File: config.mk
export PLATFORM = sky130hd
export DESIGN_NAME = fetch_stage
export DESIGN_NICKNAME = d
export VERILOG_FILES = /design/src/rtl/fetch_stage_pkg.sv /design/src/rtl/fetch_stage_if_id_reg.sv /design/src/rtl/fetch_stage.sv
export SDC_FILE = /design/constraint.sdc
export NUM_CORES = 1
export LEC_CHECK = 0
export ABC_AREA = 1
export CAP_MARGIN = 5
export CORE_AREA = 2 2 138 140
export DETAILED_ROUTE_END_ITERATION = 10
export DIE_AREA = 0 0 140 142
export MAX_ROUTING_LAYER = met4
export PLACE_DENSITY = 0.75
export SETUP_SLACK_MARGIN = 0.4
export SLEW_MARGIN = 15
export SYNTH_ARGS = -nofsm -noshare
export SYNTH_HDL_FRONTEND = slang
export SYNTH_SLANG_ARGS = --single-unit
File: constraint.sdc
create_clock -name clk -period 4.85 [get_ports clk]
set_input_delay 0.485 -clock clk [delete_from_list [all_inputs] [get_ports clk]]
set_output_delay 0.485 -clock clk [all_outputs]
set_load 0.02 [all_outputs]
File: src/rtl/fetch_stage_pkg.sv
// Shared widths, IF/ID slot payload and helpers for the fetch stage.
package fetch_stage_pkg;

    localparam int unsigned DATA_W  = 32;
    localparam int unsigned INSTR_W = 32;

    // addi x0,x0,0
    localparam logic [INSTR_W-1:0] INSTR_NOP = 32'h0000_0013;

    typedef struct packed {
        logic [DATA_W-1:0]  pc;
        logic [DATA_W-1:0]  pc_plus4;
        logic [INSTR_W-1:0] instr;
        logic               valid;
        logic               misaligned;
    } if_id_t;

    localparam if_id_t IF_ID_BUBBLE = '{
        pc:         '0,
        pc_plus4:   '0,
        instr:      INSTR_NOP,
        valid:      1'b0,
        misaligned: 1'b0
    };

    function automatic logic [DATA_W-1:0] align_word(input logic [DATA_W-1:0] a);
        return {a[DATA_W-1:2], 2'b00};
    endfunction

endpackage

File: src/rtl/fetch_stage_if_id_reg.sv
// IF/ID pipeline register: bubble insertion takes precedence over hold.
module fetch_stage_if_id_reg
    import fetch_stage_pkg::*;
(
    input  logic   clk,
    input  logic   rst,
    input  logic   i_hold,
    input  logic   i_bubble,
    input  if_id_t i_d,
    output if_id_t o_q
);

    if_id_t r_q;

    always_ff @(posedge clk or posedge rst) begin
        if (rst) begin
            r_q <= IF_ID_BUBBLE;
        end else if (i_bubble) begin
            r_q <= IF_ID_BUBBLE;
        end else if (!i_hold) begin
            r_q <= i_d;
        end
    end

    assign o_q = r_q;

endmodule

File: src/rtl/fetch_stage.sv
// IF stage: program counter, next-PC selection, misaligned-redirect tracking and IF/ID register.
module fetch_stage
    import fetch_stage_pkg::*;
#(
    parameter logic [DATA_W-1:0] RESET_PC = '0
) (
    input  logic               clk,
    input  logic               rst,
    input  logic               stall,
    input  logic               flush,
    input  logic               redirect,
    input  logic [DATA_W-1:0]  redirect_pc,
    output logic [DATA_W-1:0]  imem_addr,
    input  logic [INSTR_W-1:0] imem_instr,
    output logic [DATA_W-1:0]  id_pc,
    output logic [DATA_W-1:0]  id_pc_plus4,
    output logic [INSTR_W-1:0] id_instr,
    output logic               id_valid,
    output logic               id_misaligned
);

    logic [DATA_W-1:0] r_pc;
    logic              r_mis_pend;
    logic [DATA_W-1:0] r_mis_pc;

    logic [DATA_W-1:0] w_pc_plus4;
    logic              w_redirect_mis;
    logic              w_bubble;
    if_id_t            w_slot;
    if_id_t            w_q;

    assign w_pc_plus4     = r_pc + DATA_W'(4);
    assign w_redirect_mis = |redirect_pc[1:0];
    assign w_bubble       = redirect | flush;

    // A pending misaligned target becomes an exception slot instead of a fetched instruction.
    always_comb begin
        w_slot.pc         = r_pc;
        w_slot.pc_plus4   = w_pc_plus4;
        w_slot.instr      = imem_instr;
        w_slot.valid      = 1'b1;
        w_slot.misaligned = 1'b0;
        if (r_mis_pend) begin
            w_slot.pc         = r_mis_pc;
            w_slot.pc_plus4   = r_mis_pc + DATA_W'(4);
            w_slot.instr      = INSTR_NOP;
            w_slot.misaligned = 1'b1;
        end
    end

    // PC holds while the misaligned slot is issued; downstream trap logic redirects it.
    always_ff @(posedge clk or posedge rst) begin
        if (rst) begin
            r_pc       <= RESET_PC;
            r_mis_pend <= 1'b0;
            r_mis_pc   <= '0;
        end else if (redirect) begin
            r_pc       <= align_word(redirect_pc);
            r_mis_pend <= w_redirect_mis;
            if (w_redirect_mis) begin
                r_mis_pc <= redirect_pc;
            end
        end else if (flush) begin
            r_mis_pend <= 1'b0;
        end else if (!stall) begin
            if (r_mis_pend) begin
                r_mis_pend <= 1'b0;
            end else begin
                r_pc <= w_pc_plus4;
            end
        end
    end

    fetch_stage_if_id_reg u_if_id_reg (
        .clk      (clk),
        .rst      (rst),
        .i_hold   (stall),
        .i_bubble (w_bubble),
        .i_d      (w_slot),
        .o_q      (w_q)
    );

    assign imem_addr     = r_pc;
    assign id_pc         = w_q.pc;
    assign id_pc_plus4   = w_q.pc_plus4;
    assign id_instr      = w_q.instr;
    assign id_valid      = w_q.valid;
    assign id_misaligned = w_q.misaligned;

endmodule

* Word-level counts from Yosys, hierarchy flattened
Index checks and enable logic that the tools add are counted.
** Cells by class
- Add/sub/neg operators :: 2
- Eq/ne operators :: 5
- Muxes and demuxes :: 11
- Bitwise operators :: 1
- Reduce and logical (&&, ||, !) cells :: 3
** Operators with widths (count)
- 2-to-1 mux 98 bit :: 2
- 2-to-1 mux 32 bit :: 4
- 2-to-1 mux 96 bit :: 1
- adder 32 x 3 -> 32 bit (second input constant) :: 2
- inequality test 2 x 1 -> 1 bit (second input constant) :: 3
- 2-to-1 mux 1 bit :: 4
- inequality test 3 x 1 -> 1 bit (second input constant) :: 1
- AND reduction 3 bit :: 1
- inequality test 2 bit (second input constant) :: 1
- AND reduction 2 bit :: 1
- OR reduction 2 bit :: 1
- bitwise OR 1 bit :: 1
** Storage, ports and cells
- Bits in registers :: 163
- Word-level logic and storage cells :: 30

* Depth between registers and ports, before layout
Gate-level depths: netlist of the first run.
- Depth after elaboration :: 5
- Gate-level depth with buffers :: 12
- Gate-level depth less buffers :: 12

* Modules after synthesis
Synthesis of the first run repeated with hierarchy kept, for this count alone.
** Second synthesis, totals
- Cells, all modules :: 1319
- Area total of the unflattened synthesis :: 9136.3 um^2
** Modules (own cells, without submodules)
- fetch_stage :: times used 1, cells each 885, area an instance 5212.5 um^2
- fetch_stage_if_id_reg :: times used 1, cells each 434, area an instance 3923.8 um^2

* Least setup slack after synthesis of the first run
Ideal clock, no wire load.
- Kind :: register to register
- From :: reg r_pc[3], in the netlist imem_addr[3]
- To :: reg u_if_id_reg.r_q, in the netlist u_if_id_reg.o_q[62]
- Library setup time :: 118 ps
- Arrival :: 1522 ps
- Setup slack :: 3210 ps
- Cell stages (with the launch flop) :: 13
- Cells stage by stage :: dfrtp_1 -> ha_1 -> nand2_1 -> nor2_4 -> nand2_2 -> nor2_2 -> nand2_1 -> nand2_1 -> nand2_1 -> nand2_1 -> nand2_1 -> nand2_1 -> nand2_1
** Between the ends
- Longest elaborated chain between the ends :: 4
** RTL lines
- start: declaration :: line fetch_stage.sv:22 : logic [DATA_W-1:0] r_pc;
- start signal: assignment :: line fetch_stage.sv:58 : r_pc <= align_word(redirect_pc);
- start signal: assignment :: line fetch_stage.sv:69 : r_pc <= w_pc_plus4;
- adder 32 x 3 -> 32 bit :: line fetch_stage.sv:32 : assign w_pc_plus4 = r_pc + DATA_W'(4);
- 2-to-1 mux 96 bit :: line fetch_stage.sv:43 : if (r_mis_pend) begin
- 2-to-1 mux 98 bit :: line fetch_stage_if_id_reg.sv:20 : end else if (!i_hold) begin
- 2-to-1 mux 98 bit :: line fetch_stage_if_id_reg.sv:18 : end else if (i_bubble) begin
- end signal: assignment :: line fetch_stage_if_id_reg.sv:21 : r_q <= i_d;
- end: declaration :: line fetch_stage_if_id_reg.sv:13 : if_id_t r_q;
Every way passes these cells. The select of a mux whose other input is x is not followed.
A chain may end at the register's enable or synchronous reset.

* Final worst setup path of the first run
- From :: in redirect
- To :: reg u_if_id_reg.r_q, in the netlist u_if_id_reg.o_q[55]
** Between the ends
- Longest elaborated chain between the ends :: 2
** RTL lines
- start: declaration :: line fetch_stage.sv:11 : input logic redirect,
- bitwise OR 1 bit * :: line fetch_stage.sv:34 : assign w_bubble = redirect | flush;
- inequality test 2 x 1 -> 1 bit (no line) / 2-to-1 mux 98 bit (equally long branches)
Mark *: on every way between the ends. The rest lies on a longest branch, timed or not.

==> reports/results.md, run 1 <==
## Outcome
- outcome: finished with violations
- violated checks: DRC

## STA
- endpoints failing hold: 0
- setup TNS: 0 ps
- slew at the pin with the worst max-slew slack: 1120 ps
- final setup vio count: 0
- RSZ-0062 raised after global routing: no
- number of slew-limit violations in the final report: 0
- headroom to the max-slew limit: 25.0%
- achievable clock frequency: 374 MHz
- fraction of the cycle the final worst path needs: 55.2%
- Fin Clk Skew: 7.15 ps
- Worst Slack Setup Final: 2170 ps
- crit path time final: 2680 ps

## Worst setup path
- critical path endpoint category: flip-flop
- data arrival time at the worst-slack endpoint: 3040 ps
- Critical Path RT: 5210 ps
- R2R setup slack: 2260 ps
- cell repeated most along the worst path: sky130_fd_sc_hd__nand2_1
- critical-path maximum fanout: 29
- number of cells on the worst reg-to-reg path: 8
- cell breakdown of the critical path: clkdlybuf4s50_1 > buf_4 > nor2_8 > nand2_4 > nor2_4 > inv_2 > nor2_1 > nand2_1 > nand2_1 > nor2_1 > nand2_1
- terminus of the critical flop-to-flop path: u_if_id_reg.o_q[55]
- origin of the critical flop-to-flop path: r_mis_pend
- CP Launch Type: input pin
- maximum single-stage delay on the critical path: 650 ps
- Worst Path Class, Setup: input pin to flip-flop
- highest-delay cell along the critical path: sky130_fd_sc_hd__nor2_4

## Die
- initial core utilization: 43.4%
- number of top-level pins: 199
- height of the die: 142 µm
- standard cell core area: 18500 µm²
- Die Area: 19900 µm²
- standard-cell rows: 50
- Die Wd: 140 µm

## GRT
- initial antenna violation count: 0
- total congestion overflow after global routing: 0
- maximum number of pins on one net before global-route repair: 160
- first-pass GRT wire length: 40300 µm
- number of global-route vias before repair: 7252
- All-Layer GR Usage: 26.7%

## Clock network
- post-CTS resize count: 0
- Sink Count: 159
- number of setup buffers added after CTS: 0
- H-Tree Level Count: 4
- clock transition at the registers of the reported paths: 60 ps
- CTS Root Cell: sky130_fd_sc_hd__clkbuf_16
- clock tree from TritonCTS: yes
- Bufs on Longest Clock Path: 2
- clock latency reported for the late side of the worst-skew pair: 430 ps
- quantity of hold-fixing buffers added after cts: 0
- CTS Buf Count: 17

## Place
- GP Congestion: 0.952
- count of buffers inserted at the top-level ports: 196
- Setup WS pre-CTS: 1740 ps
- HPWL Detailed: 17800 µm

## Worst hold path
- number of cells on the worst hold path: 2
- Hold/Removal Path Class: flip-flop to flip-flop
- worst min-delay path endpoint: u_if_id_reg.o_q[1]
- Min-Delay Startpoint: u_if_id_reg.o_q[1]

## Finish
- leading cell type in the layout, fill and taps excluded: sky130_fd_sc_hd__nand2_1
- fraction of final layout cells with drive strength greater than 1: 8.49%
- final antenna diode count: 0
- top library cells by usage in the layout, fill and taps aside: sky130_fd_sc_hd__nand2_1 (305), sky130_fd_sc_hd__clkdlybuf4s50_1 (196), sky130_fd_sc_hd__dfrtp_1 (156), sky130_fd_sc_hd__inv_1 (88), sky130_fd_sc_hd__nand3_1 (58)
- sequential cell area in the final layout: 3980 µm²
- signed area change from the synthesized netlist to the final layout: 34.4%
- area of combinational cells with multiple inputs: 3410 µm²
- final layout net count: 1201
- total of fill cells in the finished design: 1619

## Route
- DR vias/cell: 5.37
- # DRC: 22
- number of nets still failing antenna checks after routing: 0
- total via count in the routed design: 7395
- first-pass detailed-route iteration total: 11
- drt first-iter violations: 730
- post-detailed-routing wire length: 25600 µm
- WL per Instance: 18.6 µm

## Power
- switching power summed over all nets: 1.00 mW
- highest ir drop seen on vdd: 254 µV
- Switching Fraction: 27.8%
- share of total power in the clock network: 41.3%
- leakage: 4.96 nW
- register share of total power: 42.8%
- internal power of the cells: 2.61 mW
- Pwr per Cell Area: 336 nW/µm²
- relative contribution of combinational cells to total power: 15.8%

## Synth
- post-synthesis cell count: 950
- count of warnings emitted by yosys: 0
- Post-Syn Area per Cell: 8.42 µm²
- library cells used by synthesis: 47
- sequential-to-total area share from yosys stat: 49.8%
- synthesized flop and latch total: 159
- Post-Synthesis Cell Area: 8000 µm²

## Run
- number of maximum-capacitance violations: 0

==> layer usage <==
metal	up-vias	GRT usage (%)	wire length (µm)	part of all wire [%]
li1	3468	-	-	-
met1	3556	35.6	11300	44
met2	331	42.9	12000	47
met3	40	4.27	1890	7.4
met4	0	7.55	402	1.6
met5	-	-	0	0
==> power groups by stage <==
stage	registers, mW	clock network [mW]	logic, mW
detailed placement	1.56	0	0.570
finish	1.55	1.49	0.572
global route	1.55	1.56	0.624
CTS	1.54	1.51	0.574
global placement	1.56	0	0.563
floorplan	1.59	0	0.258
==> registers in the layout, summed over array words and instances, names as in the netlist <==
register         flops
r_mis_pend           1
r_mis_pc            32
u_if_id_reg.o_q     96
imem_addr           30
==> area by class of cell <==
cell class | instances | area share, %
repair buffers | 202 | 18.8
inverters | 105 | 3.70
clock buffers | 23 | 4.35
multi-input cells | 645 | 31.7
flip-flops and latches | 159 | 37.0
clock inverters | 9 | 1.68
well taps | 234 | 2.72
==> critical path: cells and delay by family <==
family | cells | cell delay, ps
simple gates | 8 | 1410
buf+inv | 3 | 1100
==> how the worst max path moves through the flow <==
stage / slack, ps / end / depth (start not counted) / start
finish: 2170 / u_if_id_reg.o_q[55] / 11 / redirect
global route: 2010 / u_if_id_reg.o_q[61] / 11 / redirect
CTS: 2180 / u_if_id_reg.o_q[55] / 11 / redirect
detailed placement: 1740 / u_if_id_reg.o_q[55] / 11 / redirect
global placement: 1800 / u_if_id_reg.o_q[55] / 11 / redirect
floorplan: 2350 / imem_addr[10] / 1 / rst
==> synth_stat cells (all sizes together) <==
master | number | share of area [%]
dfstp | 3 | 0.99
nor4 | 1 | 0.078
a22oi | 2 | 0.19
mux2 | 14 | 2.0
xor2 | 26 | 2.8
nand3 | 59 | 3.8
o21bai | 1 | 0.094
a21o | 1 | 0.094
clkinv | 1 | 0.047
and2 | 2 | 0.17
o211ai | 11 | 1.0
o22ai | 3 | 0.23
o211a | 1 | 0.13
a21oi | 10 | 0.77
a21boi | 1 | 0.094
nand3b | 1 | 0.094
o21ai | 41 | 2.6
nand2 | 311 | 15
a221o | 3 | 0.38
nor3 | 6 | 0.56
o22a | 3 | 0.33
nor2 | 74 | 4.6
buf | 33 | 2.4
clkbuf | 9 | 0.42
conb | 1 | 0.047
dfrtp | 156 | 49
or2 | 1 | 0.078
o221ai | 26 | 2.8
inv | 104 | 4.9
xnor2 | 1 | 0.11
a22o | 32 | 3.5
a31oi | 1 | 0.078
ha | 2 | 0.31
nand4 | 9 | 0.70
==> kinds of logic after synthesis <==
| group | synth area share [%] |
|---|---|
| multiplexers | 1.97 |
| flip-flops | 49.8 |
| AO/OA/AOI/OAI | 12.3 |
| AND/OR/NAND/NOR | 24.8 |
| buffers and inverters | 7.79 |
| other | 0.0469 |
| adder cells (fa/ha/maj) | 0.313 |
| XOR/XNOR | 2.96 |
==> per-stage QoR <==
step	total power [mW]	area [µm²]	hold WS (ps)	utilization, %	std cells
3_5_place_dp	2.13	10100	470	54.7	1345
4_1_cts	3.62	10800	486	58.3	1377
3_3_place_gp	2.13	10100	464	54.7	1345
2_1_floorplan	1.85	8010	461	-	951
6_report	3.61	10800	485	58.3	1377
5_1_grt	3.74	10800	506	58.3	1377
Power figures use the tool's default switching activity.
==> run 2: changes to the inputs <==
clock period = 2.41 ns   (was 4.85 ns; I/O delays follow)
==> reports/results.md, run 2 (synthesis results as in run 1) <==
## STA
- headroom to the max-slew limit: 57.9%, was 25.0%
- fraction of the cycle the final worst path needs: 76.9%
- Fin Clk Skew: 9.29 ps, was 7.15 ps
- endpoints failing hold: 0, unchanged
- final setup vio count: 0, unchanged
- crit path time final: 1850 ps
- slew at the pin with the worst max-slew slack: 630 ps, was 1120 ps
- RSZ-0062 raised after global routing: no, unchanged
- Worst Slack Setup Final: 556 ps, was 2170 ps
- achievable clock frequency: 539 MHz
- number of slew-limit violations in the final report: 0, unchanged
- setup TNS: 0 ps, unchanged

## Worst setup path
- terminus of the critical flop-to-flop path: u_if_id_reg.o_q[56], was u_if_id_reg.o_q[55]
- number of cells on the worst reg-to-reg path: 9, was 8
- CP Launch Type: flip-flop, was input pin
- R2R setup slack: 560 ps, was 2260 ps
- data arrival time at the worst-slack endpoint: 2160 ps, was 3040 ps
- Critical Path RT: 2710 ps, was 5210 ps
- maximum single-stage delay on the critical path: 410 ps, was 650 ps
- cell repeated most along the worst path: sky130_fd_sc_hd__nand2_1, unchanged
- cell breakdown of the critical path: ha_1 > nand2_1 > nor2_4 > nand2_2 > nor2_2 > nand2_1 > xor2_1 > nand2_1 > nand3_1, was clkdlybuf4s50_1 > buf_4 > nor2_8 > nand2_4 > nor2_4 > inv_2 > nor2_1 > nand2_1 > nand2_1 > nor2_1 > nand2_1
- critical-path maximum fanout: 5, was 29
- critical path endpoint category: flip-flop, unchanged
- highest-delay cell along the critical path: sky130_fd_sc_hd__dfrtp_1, was sky130_fd_sc_hd__nor2_4
- origin of the critical flop-to-flop path: r_mis_pc[2], was r_mis_pend
- Worst Path Class, Setup: flip-flop to flip-flop, was input pin to flip-flop

## Finish
- Largest register FFs: 96, unchanged
- final layout net count: 1215, was 1201
- post-layout instance count excluding filler cells: 1391, was 1377
- fraction of final layout cells with drive strength greater than 1: 9.77%, was 8.49%
- top library cells by usage in the layout, fill and taps aside: sky130_fd_sc_hd__nand2_1 (305), sky130_fd_sc_hd__clkdlybuf4s50_1 (196), sky130_fd_sc_hd__dfrtp_1 (155), sky130_fd_sc_hd__inv_1 (88), sky130_fd_sc_hd__nand3_1 (58), was sky130_fd_sc_hd__nand2_1 (305), sky130_fd_sc_hd__clkdlybuf4s50_1 (196), sky130_fd_sc_hd__dfrtp_1 (156), sky130_fd_sc_hd__inv_1 (88), sky130_fd_sc_hd__nand3_1 (58)
- total of fill cells in the finished design: 1654, was 1619
- final cell utilization of the core: 58.9%, was 58.3%
- signed area change from the synthesized netlist to the final layout: 35.9%, was 34.4%
- final antenna diode count: 0, unchanged
- leading cell type in the layout, fill and taps excluded: sky130_fd_sc_hd__nand2_1, unchanged

## Route
- WL per Instance: 18.6 µm, about the same
- # DRC: 22, unchanged
- number of nets still failing antenna checks after routing: 0, unchanged
- DR vias/cell: 5.38, was 5.37
- first-pass detailed-route iteration total: 9, was 11
- total via count in the routed design: 7490, was 7395
- post-detailed-routing wire length: 25900 µm, was 25600 µm
- drt first-iter violations: 677, was 730

## Clock network
- H-Tree Level Count: 4, unchanged
- clock transition at the registers of the reported paths: 60 ps, about the same
- Sink Count: 159, unchanged
- Bufs on Longest Clock Path: 2, unchanged
- CTS Buf Count: 17, unchanged
- clock tree from TritonCTS: yes, unchanged
- clock latency reported for the late side of the worst-skew pair: 430 ps, about the same
- CTS Root Cell: sky130_fd_sc_hd__clkbuf_16, unchanged
- quantity of hold-fixing buffers added after cts: 0, unchanged

## GRT
- initial antenna violation count: 0, unchanged
- maximum number of pins on one net before global-route repair: 48, was 160
- total congestion overflow after global routing: 0, unchanged
- number of global-route vias before repair: 7395, was 7252
- All-Layer GR Usage: 27.4%, was 26.7%
- first-pass GRT wire length: 41000 µm, was 40300 µm

## Power
- relative contribution of combinational cells to total power: 16.6%, was 15.8%
- highest ir drop seen on vdd: 499 µV, was 254 µV
- switching power summed over all nets: 2.03 mW, was 1.00 mW
- share of total power in the clock network: 40.0%, was 41.3%
- register share of total power: 43.4%, was 42.8%
- internal power of the cells: 5.13 mW, was 2.61 mW
- Switching Fraction: 28.3%, was 27.8%
- Pwr per Cell Area: 658 nW/µm², was 336 nW/µm²
- leakage: 5.04 nW, was 4.96 nW

## Die
- standard cell core area: 18500 µm², unchanged
- Die Wd: 140 µm, unchanged
- standard-cell rows: 50, unchanged
- initial core utilization: 43.4%, unchanged
- number of top-level pins: 199, unchanged
- height of the die: 142 µm, unchanged
- Die Area: 19900 µm², unchanged

## Place
- Setup WS pre-CTS: 262 ps, was 1740 ps
- HPWL Detailed: 18800 µm, was 17800 µm
- count of buffers inserted at the top-level ports: 196, unchanged
- GP Congestion: 0.962, was 0.952
- number of cells in the design after placement: 1358, was 1345

## Outcome
- violated checks: DRC, unchanged
- outcome: finished with violations, unchanged

## Worst hold path
- Hold/Removal Path Class: input pin to asynchronous set/reset pin, was flip-flop to flip-flop

## Run
- number of maximum-capacitance violations: 0, unchanged

[run 2: worst max path at each step]
stage | start | cells past startpoint | slack, ps | to
2_1_floorplan | rst | 1 | 160 | imem_addr[10]
3_3_place_gp | redirect | 8 | 310 | u_if_id_reg.o_q[47]
3_5_place_dp | redirect | 8 | 260 | u_if_id_reg.o_q[47]
4_1_cts | r_mis_pc[3] | 8 | 430 | u_if_id_reg.o_q[64]
5_1_grt | r_mis_pc[2] | 10 | 400 | u_if_id_reg.o_q[54]
6_report | r_mis_pc[2] | 9 | 560 | u_if_id_reg.o_q[56]
[run 2: repair_timing]
action / in CTS / in global routing
setup buffers: 0 / 1
setup endpoints to repair: 0 / 8
endpoints found under the hold margin: 0 / 0
resized for setup: 0 / 3
[run 2: cell type report]
cell class              count  area (µm²)  area share [%]
flip-flops and latches    159        3980            36.6
multi-input cells         645        3420            31.5
repair buffers            216        2160            19.9
clock buffers              21         450            4.14
inverters                 105         398            3.66
well taps                 234         293            2.69
clock inverters            11         164            1.51
[run 2: stage by stage]
stage	hold WS, ps	area [µm²]	power (mW)
after floorplan	370	8010	3.72
after global placement	465	10200	4.30
after detailed placement	467	10200	4.32
after CTS	255	10900	7.17
after global routing	280	10900	7.42
final	252	10900	7.15
[run 2: power by group through the flow]
stage          Combinational, mW  Clock (mW)  Sequential [mW]
2_1_floorplan              0.519           0             3.20
3_3_place_gp                1.16           0             3.14
3_5_place_dp                1.17           0             3.14
4_1_cts                     1.18        2.89             3.10
5_1_grt                     1.29        3.00             3.13
6_report                    1.19        2.86             3.11
[run 2: per-layer routing]
metal | GRT usage [%] | vias up | share of wire [%]
li1 | - | 3490 | -
met1 | 37.4 | 3622 | 44
met2 | 43.0 | 344 | 47
met3 | 4.21 | 34 | 7.1
met4 | 7.50 | 0 | 1.7
met5 | - | - | 0
[run 2: critical path: cells and delay by family, from the launching register on]
family / cells / cell delay (ps)
DFF: 1 / 410
adders and majority gates: 1 / 210
xor gates and xnor gates: 1 / 160
and+or+nand+nor: 7 / 950
==> run 3: changes to the inputs <==
PLACE_DENSITY = 0.72   (was 0.75)
clock period = 1.8 ns   (was 2.41 ns; I/O delays follow)
==> reports/results.md, run 3 (synthesis results as in run 1) <==
## Outcome
- outcome: finished with violations, unchanged
- violated checks: DRC, unchanged

## Worst setup path
- critical path buffer and inverter count: 0, unchanged
- critical-path maximum fanout: 6, was 5
- data arrival time at the worst-slack endpoint: 2040 ps, was 2160 ps
- cell repeated most along the worst path: sky130_fd_sc_hd__nand2_2, was sky130_fd_sc_hd__nand2_1
- number of cells on the worst reg-to-reg path: 12, was 9
- Worst Path Class, Setup: flip-flop to flip-flop, unchanged
- maximum single-stage delay on the critical path: 420 ps, was 410 ps
- highest-delay cell along the critical path: sky130_fd_sc_hd__dfrtp_1, unchanged
- CP Launch Type: flip-flop, unchanged
- R2R setup slack: 80 ps, was 560 ps
- gate family responsible for the most delay along the worst path: simple AND/OR/NAND/NOR gates, unchanged
- launching instance or port of the critical path: imem_addr[2], was r_mis_pc[2]
- critical path endpoint category: flip-flop, unchanged
- capture point of the critical path: u_if_id_reg.o_q[62], was u_if_id_reg.o_q[56]
- cell breakdown of the critical path: ha_2 > nand2_2 > nor2_4 > nand2_4 > nor2_4 > nand2_2 > nand2_2 > nand2_2 > nand2_2 > nand2_2 > nand2_2 > nand2_1, was ha_1 > nand2_1 > nor2_4 > nand2_2 > nor2_2 > nand2_1 > xor2_1 > nand2_1 > nand3_1
- origin of the critical flop-to-flop path: imem_addr[2], was r_mis_pc[2]
- terminus of the critical flop-to-flop path: u_if_id_reg.o_q[62], was u_if_id_reg.o_q[56]
- stages on the worst setup path: 12, was 9
- Critical Path RT: 2130 ps, was 2710 ps

## Route
- DR vias/cell: 5.40, was 5.38
- post-detailed-routing wire length: 27700 µm, was 25900 µm
- number of nets still failing antenna checks after routing: 0, unchanged
- total via count in the routed design: 7873, was 7490
- first-pass detailed-route iteration total: 10, was 9
- WL per Instance: 19.0 µm, was 18.6 µm
- # DRC: 20, was 22
- drt first-iter violations: 597, was 677

## Place
- count of buffers inserted at the top-level ports: 196, unchanged
- HPWL Detailed: 19600 µm, was 18800 µm
- GP Congestion: 0.945, was 0.962

## Finish
- final cell utilization of the core: 63.0%, was 58.9%
- fraction of final layout cells with drive strength greater than 1: 23.0%, was 9.77%
- final layout net count: 1281, was 1215
- area of combinational cells with multiple inputs: 3690 µm², was 3420 µm²
- top library cells by usage in the layout, fill and taps aside: sky130_fd_sc_hd__nand2_1 (286), sky130_fd_sc_hd__dfrtp_1 (137), sky130_fd_sc_hd__dlygate4sd2_1 (92), sky130_fd_sc_hd__inv_1 (86), sky130_fd_sc_hd__clkdlybuf4s50_1 (66), was sky130_fd_sc_hd__nand2_1 (305), sky130_fd_sc_hd__clkdlybuf4s50_1 (196), sky130_fd_sc_hd__dfrtp_1 (155), sky130_fd_sc_hd__inv_1 (88), sky130_fd_sc_hd__nand3_1 (58)
- signed area change from the synthesized netlist to the final layout: 45.4%, was 35.9%
- final antenna diode count: 0, unchanged
- leading cell type in the layout, fill and taps excluded: sky130_fd_sc_hd__nand2_1, unchanged
- Largest register FFs: 96, unchanged
- total of fill cells in the finished design: 1561, was 1654
- sequential cell area in the final layout: 4010 µm², was 3980 µm²

## STA
- fraction of the cycle the final worst path needs: 95.4%, was 76.9%
- number of slew-limit violations in the final report: 0, unchanged
- endpoints failing hold: 0, unchanged
- Fin Clk Skew: 12.0 ps, was 9.29 ps
- RSZ-0062 raised after global routing: yes, was no
- final setup vio count: 0, unchanged
- setup TNS: 0 ps, unchanged
- achievable clock frequency: 582 MHz, was 539 MHz
- crit path time final: 1720 ps, was 1850 ps

## Clock network
- clock transition at the registers of the reported paths: 70 ps, was 60 ps
- CTS Buf Count: 17, unchanged
- Sink Count: 159, unchanged
- CTS Root Cell: sky130_fd_sc_hd__clkbuf_16, unchanged
- Bufs on Longest Clock Path: 2, unchanged
- clock latency reported for the late side of the worst-skew pair: 440 ps, was 430 ps
- quantity of hold-fixing buffers added after cts: 0, unchanged
- H-Tree Level Count: 4, unchanged
- clock tree from TritonCTS: yes, unchanged

## Power
- switching power summed over all nets: 3.01 mW, was 2.03 mW
- internal power of the cells: 6.55 mW, was 5.13 mW
- highest ir drop seen on vdd: 712 µV, was 499 µV
- Switching Fraction: 31.5%, was 28.3%
- share of total power in the clock network: 37.9%, was 40.0%
- relative contribution of combinational cells to total power: 18.9%, was 16.6%
- register share of total power: 43.2%, was 43.4%
- Pwr per Cell Area: 821 nW/µm², was 658 nW/µm²
- leakage: 5.91 nW, was 5.04 nW

## GRT
- total congestion overflow after global routing: 0, unchanged
- All-Layer GR Usage: 28.6%, was 27.4%
- maximum number of pins on one net before global-route repair: 65, was 48
- first-pass GRT wire length: 42400 µm, was 41000 µm
- initial antenna violation count: 0, unchanged
- number of global-route vias before repair: 7560, was 7395

## Run
- number of maximum-capacitance violations: 0, unchanged

## Die
- standard-cell rows: 50, unchanged
- Die Wd: 140 µm, unchanged
- number of top-level pins: 199, unchanged
- standard cell core area: 18500 µm², unchanged
- Die Area: 19900 µm², unchanged
- initial core utilization: 43.4%, unchanged
- height of the die: 142 µm, unchanged

## Worst hold path
- Hold/Removal Path Class: input pin to asynchronous set/reset pin, unchanged

[run 3: cell types whose count changed in the layout (fill, tap and decap cells not counted), moves of 12 or more]
| cell | previous run | this run |
|---|---|---|
| sky130_fd_sc_hd__nand2_2 | 5 | 22 |
| sky130_fd_sc_hd__dfrtp_1 | 155 | 137 |
| sky130_fd_sc_hd__dfrtp_2 | 1 | 19 |
| sky130_fd_sc_hd__dlygate4sd2_1 | 0 | 92 |
| sky130_fd_sc_hd__nor2_4 | 7 | 21 |
| sky130_fd_sc_hd__nand2_1 | 305 | 286 |
| sky130_fd_sc_hd__buf_4 | 16 | 60 |
| sky130_fd_sc_hd__clkdlybuf4s50_1 | 196 | 66 |
| sky130_fd_sc_hd__buf_12 | 4 | 17 |
| sky130_fd_sc_hd__buf_2 | 0 | 12 |
[run 3: tightest hold or removal path, stage by stage]
cell and delay, ps:
sky130_fd_sc_hd__clkdlybuf4s50_1 440, sky130_fd_sc_hd__clkinvlp_4 130, sky130_fd_sc_hd__buf_12 190
[run 3: area by class of cell]
cell class,instances,area share (%)
Clock buffer,17,3.66
Clock inverter,15,1.30
Inverter,105,3.51
Multi-Input combinational cell,645,31.8
Sequential cell,159,34.4
Tap cell,234,2.52
Timing Repair Buffer,282,22.8
[run 3: worst min path at each step]
stage,start,to,slack [ps],cells after the start
floorplan,redirect_pc[30],imem_addr[30],310,2
global route,rst,imem_addr[2],180,3
detailed placement,u_if_id_reg.o_q[49],u_if_id_reg.o_q[49],470,2
finish,rst,imem_addr[2],160,3
global placement,u_if_id_reg.o_q[38],u_if_id_reg.o_q[38],470,2
CTS,rst,r_mis_pc[0],170,3
[run 3: what timing repair did]
item	CTS	global route
resized for setup	252	68
buffers inserted	11	15
gates cloned	0	1
pin swaps	14	14
setup endpoints to repair	211	103
[run 3: stage by stage]
step / instance area [µm²] / total power, mW / hold slack [ps] / instances / setup slack [ps]
2_1_floorplan: 8010 / 4.98 / 309 / 951 / -392
6_report: 11600 / 9.55 / 164 / 1457 / 83.1
4_1_cts: 11400 / 9.51 / 165 / 1441 / 121
3_3_place_gp: 10700 / 5.91 / 467 / 1398 / 10.4
3_5_place_dp: 10700 / 5.94 / 468 / 1398 / -78.6
5_1_grt: 11600 / 9.93 / 180 / 1457 / -19.5
[run 3: layer usage]
metal  global-route usage, %  part of all wire (%)  vias to the layer above
li1                        -                     -                     3620
met1                    37.2                    42                     3804
met2                    45.9                    47                      391
met3                    4.95                   7.8                       58
met4                    9.84                   2.8                        0
met5                       -                     0                        -
[run 3: power groups by stage]
stage          combinational (mW)  sequential (mW)  clock (mW)
3_5_place_dp                 1.77             4.17           0
2_1_floorplan               0.695             4.28           0
6_report                     1.81             4.12        3.62
5_1_grt                      1.95             4.15        3.82
3_3_place_gp                 1.75             4.17           0
4_1_cts                      1.74             4.11        3.66
